<file path="src/rtl/retospect_neuro_pkg.sv">
`default_nettype none
// ============================================================================
// Module   : retospect_neuro_pkg
// Purpose  : Shared types, clockbus indices and saturation helper for the
//            neuron compute core and its sub-blocks.
// Revision : 1.0 - initial release
// ============================================================================
package retospect_neuro_pkg;

    // Neuron control state: integrating inputs, or ignoring them after a fire
    typedef enum logic [0:0] {
        ST_INTEG  = 1'b0,
        ST_REFRAC = 1'b1
    } state_t;

    // Fixed clockbus lanes: lane 0 never ticks, lane 1 ticks every cycle
    localparam int CLK_NEVER  = 0;
    localparam int CLK_ALWAYS = 1;

    // Clamp a wide signed value into the range of a WIDTH-bit signed number
    function automatic int saturate(input int val, input int width);
        int hi;
        int lo;
        hi = (1 << (width - 1)) - 1;
        lo = -(1 << (width - 1));
        if (val > hi) begin
            return hi;
        end else if (val < lo) begin
            return lo;
        end
        return val;
    endfunction

endpackage
`default_nettype wire

</file>
<file path="src/rtl/retospect_weight_sum.sv">
`default_nettype none
// ============================================================================
// Module   : retospect_weight_sum
// Purpose  : Combinational gated signed sum of N_IN weights; weight i is added
//            only when spike_in[i] is set. Result is full width, never wraps.
// Revision : 1.0 - initial release
// ============================================================================
module retospect_weight_sum #(
    parameter int N_IN    = 4,
    parameter int W_WIDTH = 3,
    parameter int SUM_W   = W_WIDTH + $clog2(N_IN)
) (
    input  logic [N_IN-1:0]         spike_in,
    input  logic [N_IN*W_WIDTH-1:0] weights,
    output logic signed [SUM_W-1:0] sum
);

    logic signed [SUM_W-1:0] term [N_IN];

    // Sign-extend each weight to the sum width and gate it by its spike bit
    genvar gi;
    generate
        for (gi = 0; gi < N_IN; gi++) begin : g_term
            assign term[gi] = spike_in[gi]
                            ? SUM_W'($signed(weights[gi*W_WIDTH +: W_WIDTH]))
                            : '0;
        end
    endgenerate

    // Accumulate the gated terms
    always_comb begin
        sum = '0;
        for (int i = 0; i < N_IN; i++) begin
            sum = sum + term[i];
        end
    end

endmodule
`default_nettype wire

</file>
<file path="src/rtl/retospect_lif_neuron.sv">
`default_nettype none
// ============================================================================
// Module   : retospect_lif_neuron
// Purpose  : Leaky integrate-and-fire neuron for one fabric cell. Integrates
//            weighted neighbour spikes into a saturating signed potential,
//            leaks toward zero on a selected clockbus tick, fires a one-cycle
//            pulse at threshold and then ignores inputs for REFRACT_CYCLES.
// Revision : 1.0 - initial release
// ============================================================================
module retospect_lif_neuron
    import retospect_neuro_pkg::*;
#(
    parameter int N_IN           = 4,
    parameter int W_WIDTH        = 3,
    parameter int UT_WIDTH       = 4,
    parameter int V_WIDTH        = 6,
    parameter int REFRACT_CYCLES = 2
) (
    input  logic                      clk,
    input  logic                      reset,
    input  logic                      reset_nn,
    input  logic                      config_en,
    input  logic [N_IN-1:0]           spike_in,
    input  logic [N_IN*W_WIDTH-1:0]   weights,
    input  logic [UT_WIDTH-1:0]       u_t,
    input  logic [2:0]                decay_sel,
    input  logic [7:0]                clockbus,
    output logic                      spike_out,
    output logic [V_WIDTH-1:0]        v_out
);

    localparam int SUM_W  = W_WIDTH + $clog2(N_IN);
    localparam int WIDE_W = V_WIDTH + 2;
    // Keep the counter at least one bit wide even with no refractory period
    localparam int RC_W   = (REFRACT_CYCLES > 0) ? $clog2(REFRACT_CYCLES + 1) : 1;

    localparam logic signed [V_WIDTH-1:0] V_ONE  = V_WIDTH'(1);
    localparam logic [RC_W-1:0]           RC_ONE = RC_W'(1);
    localparam logic [RC_W-1:0]           RC_INIT = RC_W'(REFRACT_CYCLES);

    logic signed [V_WIDTH-1:0] v;
    state_t                    state;
    logic [RC_W-1:0]           rcnt;

    logic                      tick;
    logic signed [V_WIDTH-1:0] v_d;
    logic signed [SUM_W-1:0]   sum;
    logic signed [WIDE_W-1:0]  v_wide;
    logic signed [V_WIDTH-1:0] v_int;
    logic signed [WIDE_W-1:0]  u_t_ext;
    logic                      fire;

    assign v_out = v;
    assign tick  = clockbus[decay_sel];

    retospect_weight_sum #(
        .N_IN    (N_IN),
        .W_WIDTH (W_WIDTH),
        .SUM_W   (SUM_W)
    ) u_weight_sum (
        .spike_in (spike_in),
        .weights  (weights),
        .sum      (sum)
    );

    // Leak one step toward zero when the selected tick is active
    always_comb begin
        v_d = v;
        if (tick) begin
            if (v[V_WIDTH-1]) begin
                v_d = v + V_ONE;
            end else if (v != '0) begin
                v_d = v - V_ONE;
            end
        end
    end

    // Add the gated weight sum in a widened domain, clamp, then test threshold
    always_comb begin
        v_wide  = WIDE_W'(v_d) + WIDE_W'(sum);
        v_int   = V_WIDTH'(saturate(int'(v_wide), V_WIDTH));
        u_t_ext = $signed(WIDE_W'({1'b0, u_t}));
        fire    = (WIDE_W'(v_int) >= u_t_ext);
    end

    // Membrane, fire pulse and refractory control
    always_ff @(posedge clk or posedge reset) begin
        if (reset) begin
            v         <= '0;
            spike_out <= 1'b0;
            state     <= ST_INTEG;
            rcnt      <= '0;
        end else if (reset_nn) begin
            v         <= '0;
            spike_out <= 1'b0;
            state     <= ST_INTEG;
            rcnt      <= '0;
        end else if (config_en) begin
            spike_out <= 1'b0;
        end else begin
            case (state)
                ST_INTEG: begin
                    if (fire) begin
                        v         <= '0;
                        spike_out <= 1'b1;
                        if (REFRACT_CYCLES > 0) begin
                            state <= ST_REFRAC;
                            rcnt  <= RC_INIT;
                        end
                    end else begin
                        v         <= v_int;
                        spike_out <= 1'b0;
                    end
                end
                ST_REFRAC: begin
                    v         <= '0;
                    spike_out <= 1'b0;
                    rcnt      <= rcnt - RC_ONE;
                    if (rcnt == RC_ONE) begin
                        state <= ST_INTEG;
                    end
                end
                default: begin
                    v         <= '0;
                    spike_out <= 1'b0;
                    state     <= ST_INTEG;
                    rcnt      <= '0;
                end
            endcase
        end
    end

endmodule
`default_nettype wire

</file>
<file path="config.mk">
export PLATFORM = sky130hd
export DESIGN_NAME = retospect_lif_neuron
export DESIGN_NICKNAME = d
export VERILOG_FILES = /design/src/rtl/retospect_neuro_pkg.sv /design/src/rtl/retospect_weight_sum.sv /design/src/rtl/retospect_lif_neuron.sv
export SDC_FILE = /design/constraint.sdc
export NUM_CORES = 1
export LEC_CHECK = 0
export CAP_MARGIN = 20
export CORE_MARGIN = 10
export CORE_UTILIZATION = 25
export DETAILED_ROUTE_END_ITERATION = 8
export SLEW_MARGIN = 20
export SYNTH_ARGS = -nofsm -noshare
export SYNTH_HDL_FRONTEND = slang
export SYNTH_SLANG_ARGS = --single-unit
</file>
<file path="constraint.sdc">
create_clock -name clk -period 4.8 [get_ports clk]
set_input_delay 0.48 -clock clk [delete_from_list [all_inputs] [get_ports clk]]
set_output_delay 0.48 -clock clk [all_outputs]
set_load 0.02 [all_outputs]
</file>
==> flow_summary.toml, run 1 <==
[status]
status = "finished, violations left"
violated_checks = "setup timing"

[power]
cellLeakagePower_nw = 1.33
p_clk_share_pct = 4.5
power.net_switching_mw = 0.968
power.combinational.fraction_pct = 90.1
intPower_mw = 1.39
power_density_mw_per_mm2 = 824
worst_ir_drop_vdd_uv = 313
netSwitchingFraction_pct = 41.1
power_after_layout_mw = 2.36
sequentialPowerShare_pct = 5.4

[critical_path]
timing.reg2reg.worst_path_depth = 20
rr_endpoint = "v_out[2]$_DFFE_PP0P_"
timing.critical_path.from_type = "input port"
critical_path.reg2reg.startpoint = "v_out[2]$_DFFE_PP0P_"
worst_path_arrival_time_ps = 5590
criticalPathCategory = "in -> reg"
r2r_setup_slack_ps = 110
worst-path-max-fanout = 5
crit_required_ps = 4980
worstSetupEndpointType = "register"

[synth]
synth.distinct_cells = 53
netlist_area_mm2 = 0.00174
synth.yosys.warnings = 0
syn_nets = 254
yosys-top-cells-count = "sky130_fd_sc_hd__inv_1, sky130_fd_sc_hd__ha_1, sky130_fd_sc_hd__a21oi_1, sky130_fd_sc_hd__nand2_1, sky130_fd_sc_hd__dfrtp_1"
synth_most_common_cell = "sky130_fd_sc_hd__inv_1"
synth_async_sr_flop_share_pct = 100
yosysTopAreaCell = "sky130_fd_sc_hd__dfrtp_1"
postSynthAreaPerCell_um2 = 9.00
yosysTopAreaCellShare_pct = 14.4
synth_seq_area_share_pct = 14.4
ys_dominant_reg_cell = "sky130_fd_sc_hd__dfrtp_1"
synth.area.top_cells = "sky130_fd_sc_hd__dfrtp_1, sky130_fd_sc_hd__ha_1, sky130_fd_sc_hd__fa_1"
synth_enable_flop_cells = 0
ys_ff_latch = 10
syn-instance-count = 193

[detailed_routing]
avgRoutedWirePerCell_um = 14.1
detailroute.via_count = 1756
post_drt_via_cell_ratio = 4.67
detail-route-antenna-nets = 0
totalWireLength_mm = 5.29
wl_met3_um = 229
number_of_design_rule_violations_left_by_the_first_detailed_router_iteration = 94
highest_layer = "met4"
drt-pass1-iter-count = 4
route.layer.met1.wl_mm = 2.28
amount_of_wire_on_met2_after_detailed_routing_mm = 2.75
drc = 0

[cells_and_area]
area_used_by_sequential_logic_in_the_layout_um2 = 250
multi_input_comb_area_mm2 = 0.00152
filler_cell_count = 654
finish.net_count = 358
antennaDiodeCount = 0
share_of_cells_above_drive_strength_1_pct = 42.6
area_growth_pct = 64.5
fin_util_pct = 42.3
layoutNonFillerInstCount = 376

[placed_design]
post-place-ws_ps = -1290
instance_count_after_placement_with_tap_cells_included = 362
io_buffers = 41
place_hpwl_mm = 4.42
gp_congestion = 0.817

[sta]
worst_clock_skew_ps = 10.0
grt_setup_unrepaired = "yes"
post-route-period-util_pct = 113
finalSetupTns_ps = -4470
min_period_ps = 5410
maxSlewViolCount = 0
report.final.setup_viol = 8
worst_tran_pin_value_ps = 469
timing.final.hold_violations = 0
postLayoutSetupSlackWorst_ps = -614
clock.fmax_mhz = 185
timing.slew.headroom_pct = 68.6

[cts]
clkSlewWorstSetupHoldPaths_ps = 50
clock_network_latency_to_the_later_pin_of_the_worst_skew_pair_ps = 240
cts_tree = "done"
ctsHtreeMaxLevel = 1
cts-root-buf = "sky130_fd_sc_hd__clkbuf_8"
cts-buffers-inserted = 3
cts.hold.buffers_added = 0
clock_sinks = 10
clockBufferDepth = 2

[global_route]
total_global_routing_overflow = 0
grt_max_degree = 13
grt_util_all_layers_pct = 9.92
grt_pass1_vias = 1777
antenna_found_initial = 0
wire_length_of_the_first_global_routing_pass_mm = 8.65

[die]
floorplan.core_area_mm2 = 0.00676
floorplan.die.width_um = 103
io_pins = 42
initial_core_util_pct = 25.7
die_area_mm2 = 0.0107
fp-row-count = 30
die-height_um = 103

[job]
cap_viol_max_count = 0

[min_path]
worst_hold_path_type = "in -> async"
==> repair_timing <==
item                                    4_1_cts  5_1_grt
resized for setup                            38       19
endpoints found under the setup margin        8        8
pin swaps                                    31       24
cloned                                        0        0
setup buffers                                 5        5
==> layer usage <==
layer	up-vias	track usage [%]
met5	-	0
met4	0	1.50
met3	2	1.40
met2	31	18.4
met1	816	12.0
li1	907	-
==> through the flow <==
stage | hold WS (ps) | cell area, µm²
final | 520 | 2860
after global routing | 564 | 2860
after CTS | 534 | 2750
after detailed placement | 584 | 2660
after global placement | 569 | 2660
after floorplan | 320 | 1790
==> critical path, cell delays in order <==
cell and delay [ps]:
sky130_fd_sc_hd__buf_6 90, sky130_fd_sc_hd__and2_4 150, sky130_fd_sc_hd__fa_1 540, sky130_fd_sc_hd__inv_1 50, sky130_fd_sc_hd__fa_1 440, sky130_fd_sc_hd__inv_2 70, sky130_fd_sc_hd__ha_4 130, sky130_fd_sc_hd__inv_2 40
sky130_fd_sc_hd__fa_1 540, sky130_fd_sc_hd__inv_2 50, sky130_fd_sc_hd__ha_4 220, sky130_fd_sc_hd__a21o_1 190, sky130_fd_sc_hd__a21oi_4 210, sky130_fd_sc_hd__nor2_2 60, sky130_fd_sc_hd__a221oi_2 310, sky130_fd_sc_hd__mux2i_2 310
sky130_fd_sc_hd__nor2_2 70, sky130_fd_sc_hd__buf_4 140, sky130_fd_sc_hd__o21a_1 180, sky130_fd_sc_hd__ha_1 270, sky130_fd_sc_hd__a21o_1 170, sky130_fd_sc_hd__a21o_1 150, sky130_fd_sc_hd__a21oi_2 120, sky130_fd_sc_hd__a31o_4 160
sky130_fd_sc_hd__nor4b_4 260, sky130_fd_sc_hd__a22o_1 210
==> cells in the final DEF, fill, tap and decap left out, types with 4 or more instances in the layout <==
| cell type | instances |
|---|---|
| sky130_fd_sc_hd__dfrtp_1 | 10 |
| sky130_fd_sc_hd__nand2_1 | 11 |
| sky130_fd_sc_hd__nor2_1 | 5 |
| sky130_fd_sc_hd__o21ai_0 | 4 |
| sky130_fd_sc_hd__a21oi_2 | 6 |
| sky130_fd_sc_hd__nand2b_1 | 6 |
| sky130_fd_sc_hd__a21oi_1 | 5 |
| sky130_fd_sc_hd__nor3_1 | 5 |
| sky130_fd_sc_hd__clkbuf_8 | 4 |
| sky130_fd_sc_hd__and2_4 | 4 |
| sky130_fd_sc_hd__buf_4 | 61 |
| sky130_fd_sc_hd__inv_1 | 15 |
| sky130_fd_sc_hd__mux2_2 | 4 |
| sky130_fd_sc_hd__fa_1 | 6 |
| sky130_fd_sc_hd__clkdlybuf4s50_1 | 28 |
| sky130_fd_sc_hd__buf_6 | 4 |
| sky130_fd_sc_hd__dlygate4sd2_1 | 7 |
| sky130_fd_sc_hd__xnor2_1 | 4 |
| sky130_fd_sc_hd__a21o_1 | 7 |
| sky130_fd_sc_hd__ha_1 | 14 |
| sky130_fd_sc_hd__inv_2 | 6 |
| sky130_fd_sc_hd__a22o_1 | 4 |
| sky130_fd_sc_hd__mux2i_1 | 4 |
==> sequential cells by signal, summed over array words and instances, names as in the netlist <==
| name | flops |
|---|---|
| v_out | 6 |
| spike_out | 1 |
| rcnt | 2 |
| state | 1 |
==> worst max path at each step <==
stage	slack [ps]	cells past startpoint	endpoint	startpoint
after floorplan	-620	26	v_out[2]$_DFFE_PP0P_	weights[4]
after global placement	-1240	27	v_out[2]$_DFFE_PP0P_	spike_in[3]
after detailed placement	-1290	27	v_out[3]$_DFFE_PP0P_	spike_in[3]
after CTS	-760	27	v_out[3]$_DFFE_PP0P_	spike_in[2]
after global routing	-780	24	v_out[3]$_DFFE_PP0P_	decay_sel[2]
final	-610	26	v_out[2]$_DFFE_PP0P_	weights[10]
==> power by group through the flow <==
stage                     combinational, mW  sequential (mW)  clock [mW]
after floorplan                        1.09            0.152           0
final                                  2.12            0.127       0.106
after global placement                 1.87            0.128           0
after CTS                              2.01            0.127       0.109
after detailed placement               1.88            0.128           0
after global routing                   2.33            0.130       0.111
==> logic make-up (layout without fill, tap and decap cells) <==
logic type / count (synthesis) / in the layout / synth area share, %
fa+ha+maj: 26 / 26 / 22.2
buf+inv: 25 / 128 / 6.34
mux: 9 / 9 / 5.69
flops: 10 / 10 / 14.4
simple gates: 63 / 63 / 23.2
compound gates: 52 / 52 / 24.2
xor+xnor: 8 / 8 / 4.03
==> layout make-up <==
cell class	instances	share of cell area, %
Sequential cell	10	8.75
Multi-Input combinational cell	158	53.0
Timing Repair Buffer	103	30.1
Inverter	21	2.76
Clock buffer	4	1.93
Tap cell	80	3.50
Note: power is estimated with default switching activity, not from simulation.
==> inputs of run 2 (changes only) <==
Settings changed: ABC_AREA set to 0, PLACE_DENSITY_LB_ADDON set to 0.1.
==> run 2 against run 1 <==
Effect of this change:
- the flow still finishes with violations (setup timing)
- routed wire length shrank 3.4%
- combinational power is essentially flat
- final area shrank 0.13%
- final cell count shrank 0.27%
- fmax shrank 0.12%
- sequential power is essentially flat
- non-clock buffer count shrank 1
- via count shrank 2.2%
- total power grew 1.0%
- clock power is essentially flat
- critical path depth is the same
==> flow_summary.toml, run 2 (synthesized netlist as in run 1, its figures left out) <==
[cells_and_area]
layoutNonFillerInstCount = 375
layout_commonest_cell = "sky130_fd_sc_hd__buf_4"
area_used_by_sequential_logic_in_the_layout_um2 = 250
filler_cell_count = 710
share_of_cells_above_drive_strength_1_pct = 41.7
multi_input_comb_area_mm2 = 0.00151
postLayoutCellArea_mm2 = 0.00286
most-common-layout-cells = "sky130_fd_sc_hd__buf_4, sky130_fd_sc_hd__clkdlybuf4s50_1, sky130_fd_sc_hd__inv_1"
area_growth_pct = 64.3
fin_util_pct = 42.3
finish.net_count = 357
antennaDiodeCount = 0
largest_register_ffs = 6

[die]
die_area_mm2 = 0.0107
floorplan.core_area_mm2 = 0.00676
initial_core_util_pct = 25.7
fp-row-count = 30
io_pins = 42
floorplan.die.width_um = 103
die-height_um = 103

[global_route]
grt_most_used_layer = "met2"
grt_pass1_vias = 1846
gr-usage-met3_pct = 1.06
grt.met1_usage_pct = 13.1
wire_length_of_the_first_global_routing_pass_mm = 8.53
grt_max_degree = 13
grt_util_all_layers_pct = 9.77
total_global_routing_overflow = 0
groute.layer.met2.usage_pct = 16.5
antenna_found_initial = 0

[status]
violated_checks = "setup timing"
status = "finished, violations left"

[min_path]
worst_hold_path_type = "in -> async"

[power]
power.net_switching_mw = 0.974
power_after_layout_mw = 2.38
sequentialPowerShare_pct = 5.4
power_density_mw_per_mm2 = 833
netSwitchingFraction_pct = 40.9
cellLeakagePower_nw = 1.33
p_clk_share_pct = 4.4
power.combinational.fraction_pct = 90.3
worst_ir_drop_vdd_uv = 652
intPower_mw = 1.41

[detailed_routing]
totalWireLength_mm = 5.11
avgRoutedWirePerCell_um = 13.6
drt-pass1-iter-count = 4
drc = 0
post_drt_via_cell_ratio = 4.58
detailroute.via_count = 1718
detail-route-antenna-nets = 0
number_of_design_rule_violations_left_by_the_first_detailed_router_iteration = 23

[critical_path]
timing.critical_path.from_type = "input port"
criticalPathCategory = "in -> reg"
cpPeakStageDelay_ps = 550
crit_required_ps = 4970
worst_path_arrival_time_ps = 5590
crit_path_top_delay_cell = "sky130_fd_sc_hd__fa_1"
worst-path-max-fanout = 5
worstSetupEndpointType = "register"

[sta]
report.final.setup_viol = 8
clock.fmax_mhz = 184
post-route-period-util_pct = 113
postLayoutSetupSlackWorst_ps = -620
maxSlewViolCount = 0
worst_clock_skew_ps = 2.51
timing.final.hold_violations = 0
timing.slew.headroom_pct = 63.2
finalSetupTns_ps = -4590
min_period_ps = 5420
grt_setup_unrepaired = "yes"
worst_tran_pin_value_ps = 546

[placed_design]
gp_congestion = 0.759
place_hpwl_mm = 4.35
io_buffers = 41
placed_area_mm2 = 0.00266
instance_count_after_placement_with_tap_cells_included = 362

[cts]
cts-buffers-inserted = 3
clkSlewWorstSetupHoldPaths_ps = 50
clock_network_latency_to_the_later_pin_of_the_worst_skew_pair_ps = 230
cts.hold.buffers_added = 0
cts_tree = "done"
clockBufferDepth = 2
ctsHtreeMaxLevel = 1
cts-root-buf = "sky130_fd_sc_hd__clkbuf_8"
clock_sinks = 10

[job]
cap_viol_max_count = 0
## run 2: final cells by class
cell class / count / area share (%)
timing repair buffer: 102 / 30.0
sequential: 10 / 8.76
inverter: 21 / 2.76
clock buffer: 4 / 1.93
tap: 80 / 3.51
multi-input combinational: 158 / 53.0
## run 2: stage by stage
| stage | hold slack, ps | worst slack (ps) |
|---|---|---|
| 5_1_grt | 580 | -934 |
| 4_1_cts | 540 | -841 |
| 3_5_place_dp | 586 | -1320 |
| 2_1_floorplan | 320 | -623 |
| 3_3_place_gp | 569 | -1370 |
| 6_report | 527 | -620 |
## run 2: what timing repair did
action	in CTS	in global routing
endpoints found under the setup margin	8	9
pin swaps	30	32
resized for setup	31	21
setup buffers	4	5
## run 2: power groups by stage
| stage | Combinational (mW) | Clock (mW) | Sequential (mW) |
|---|---|---|---|
| finish | 2.15 | 0.104 | 0.128 |
| global route | 2.38 | 0.111 | 0.132 |
| CTS | 1.96 | 0.105 | 0.128 |
| detailed placement | 1.87 | 0 | 0.129 |
| global placement | 1.89 | 0 | 0.129 |
| floorplan | 1.09 | 0 | 0.152 |
## run 2: routing by layer
metal	part of all wire, %	wire length, µm
met5	0	0
met4	0.72	37
met3	1.6	84
met2	48	2470
met1	49	2520
## run 2: worst paths after layout
| kind | from | end | slack (ps) | cells after the start |
|---|---|---|---|---|
| max | weights[4] | v_out[2]$_DFFE_PP0P_ | -620 | 26 |
| min | reset | v_out[2]$_DFFE_PP0P_ | 530 | 2 |
| max reg2reg | v_out[5]$_DFFE_PP0P_ | v_out[2]$_DFFE_PP0P_ | 60 | 20 |
| min reg2reg | rcnt[1]$_DFFE_PP0P_ | rcnt[1]$_DFFE_PP0P_ | 590 | 2 |
| max in group asynchronous | reset | rcnt[0]$_DFFE_PP0P_ | 3990 | 2 |
| min in group clk | rcnt[1]$_DFFE_PP0P_ | rcnt[1]$_DFFE_PP0P_ | 590 | 2 |
## run 2: critical path, delay by kind of cell
kind / cells / cell delay (ps)
compound gates: 9 / 1700
fa+ha+maj: 6 / 2120
buf+inv: 6 / 440
mux: 1 / 330
simple gates: 4 / 530
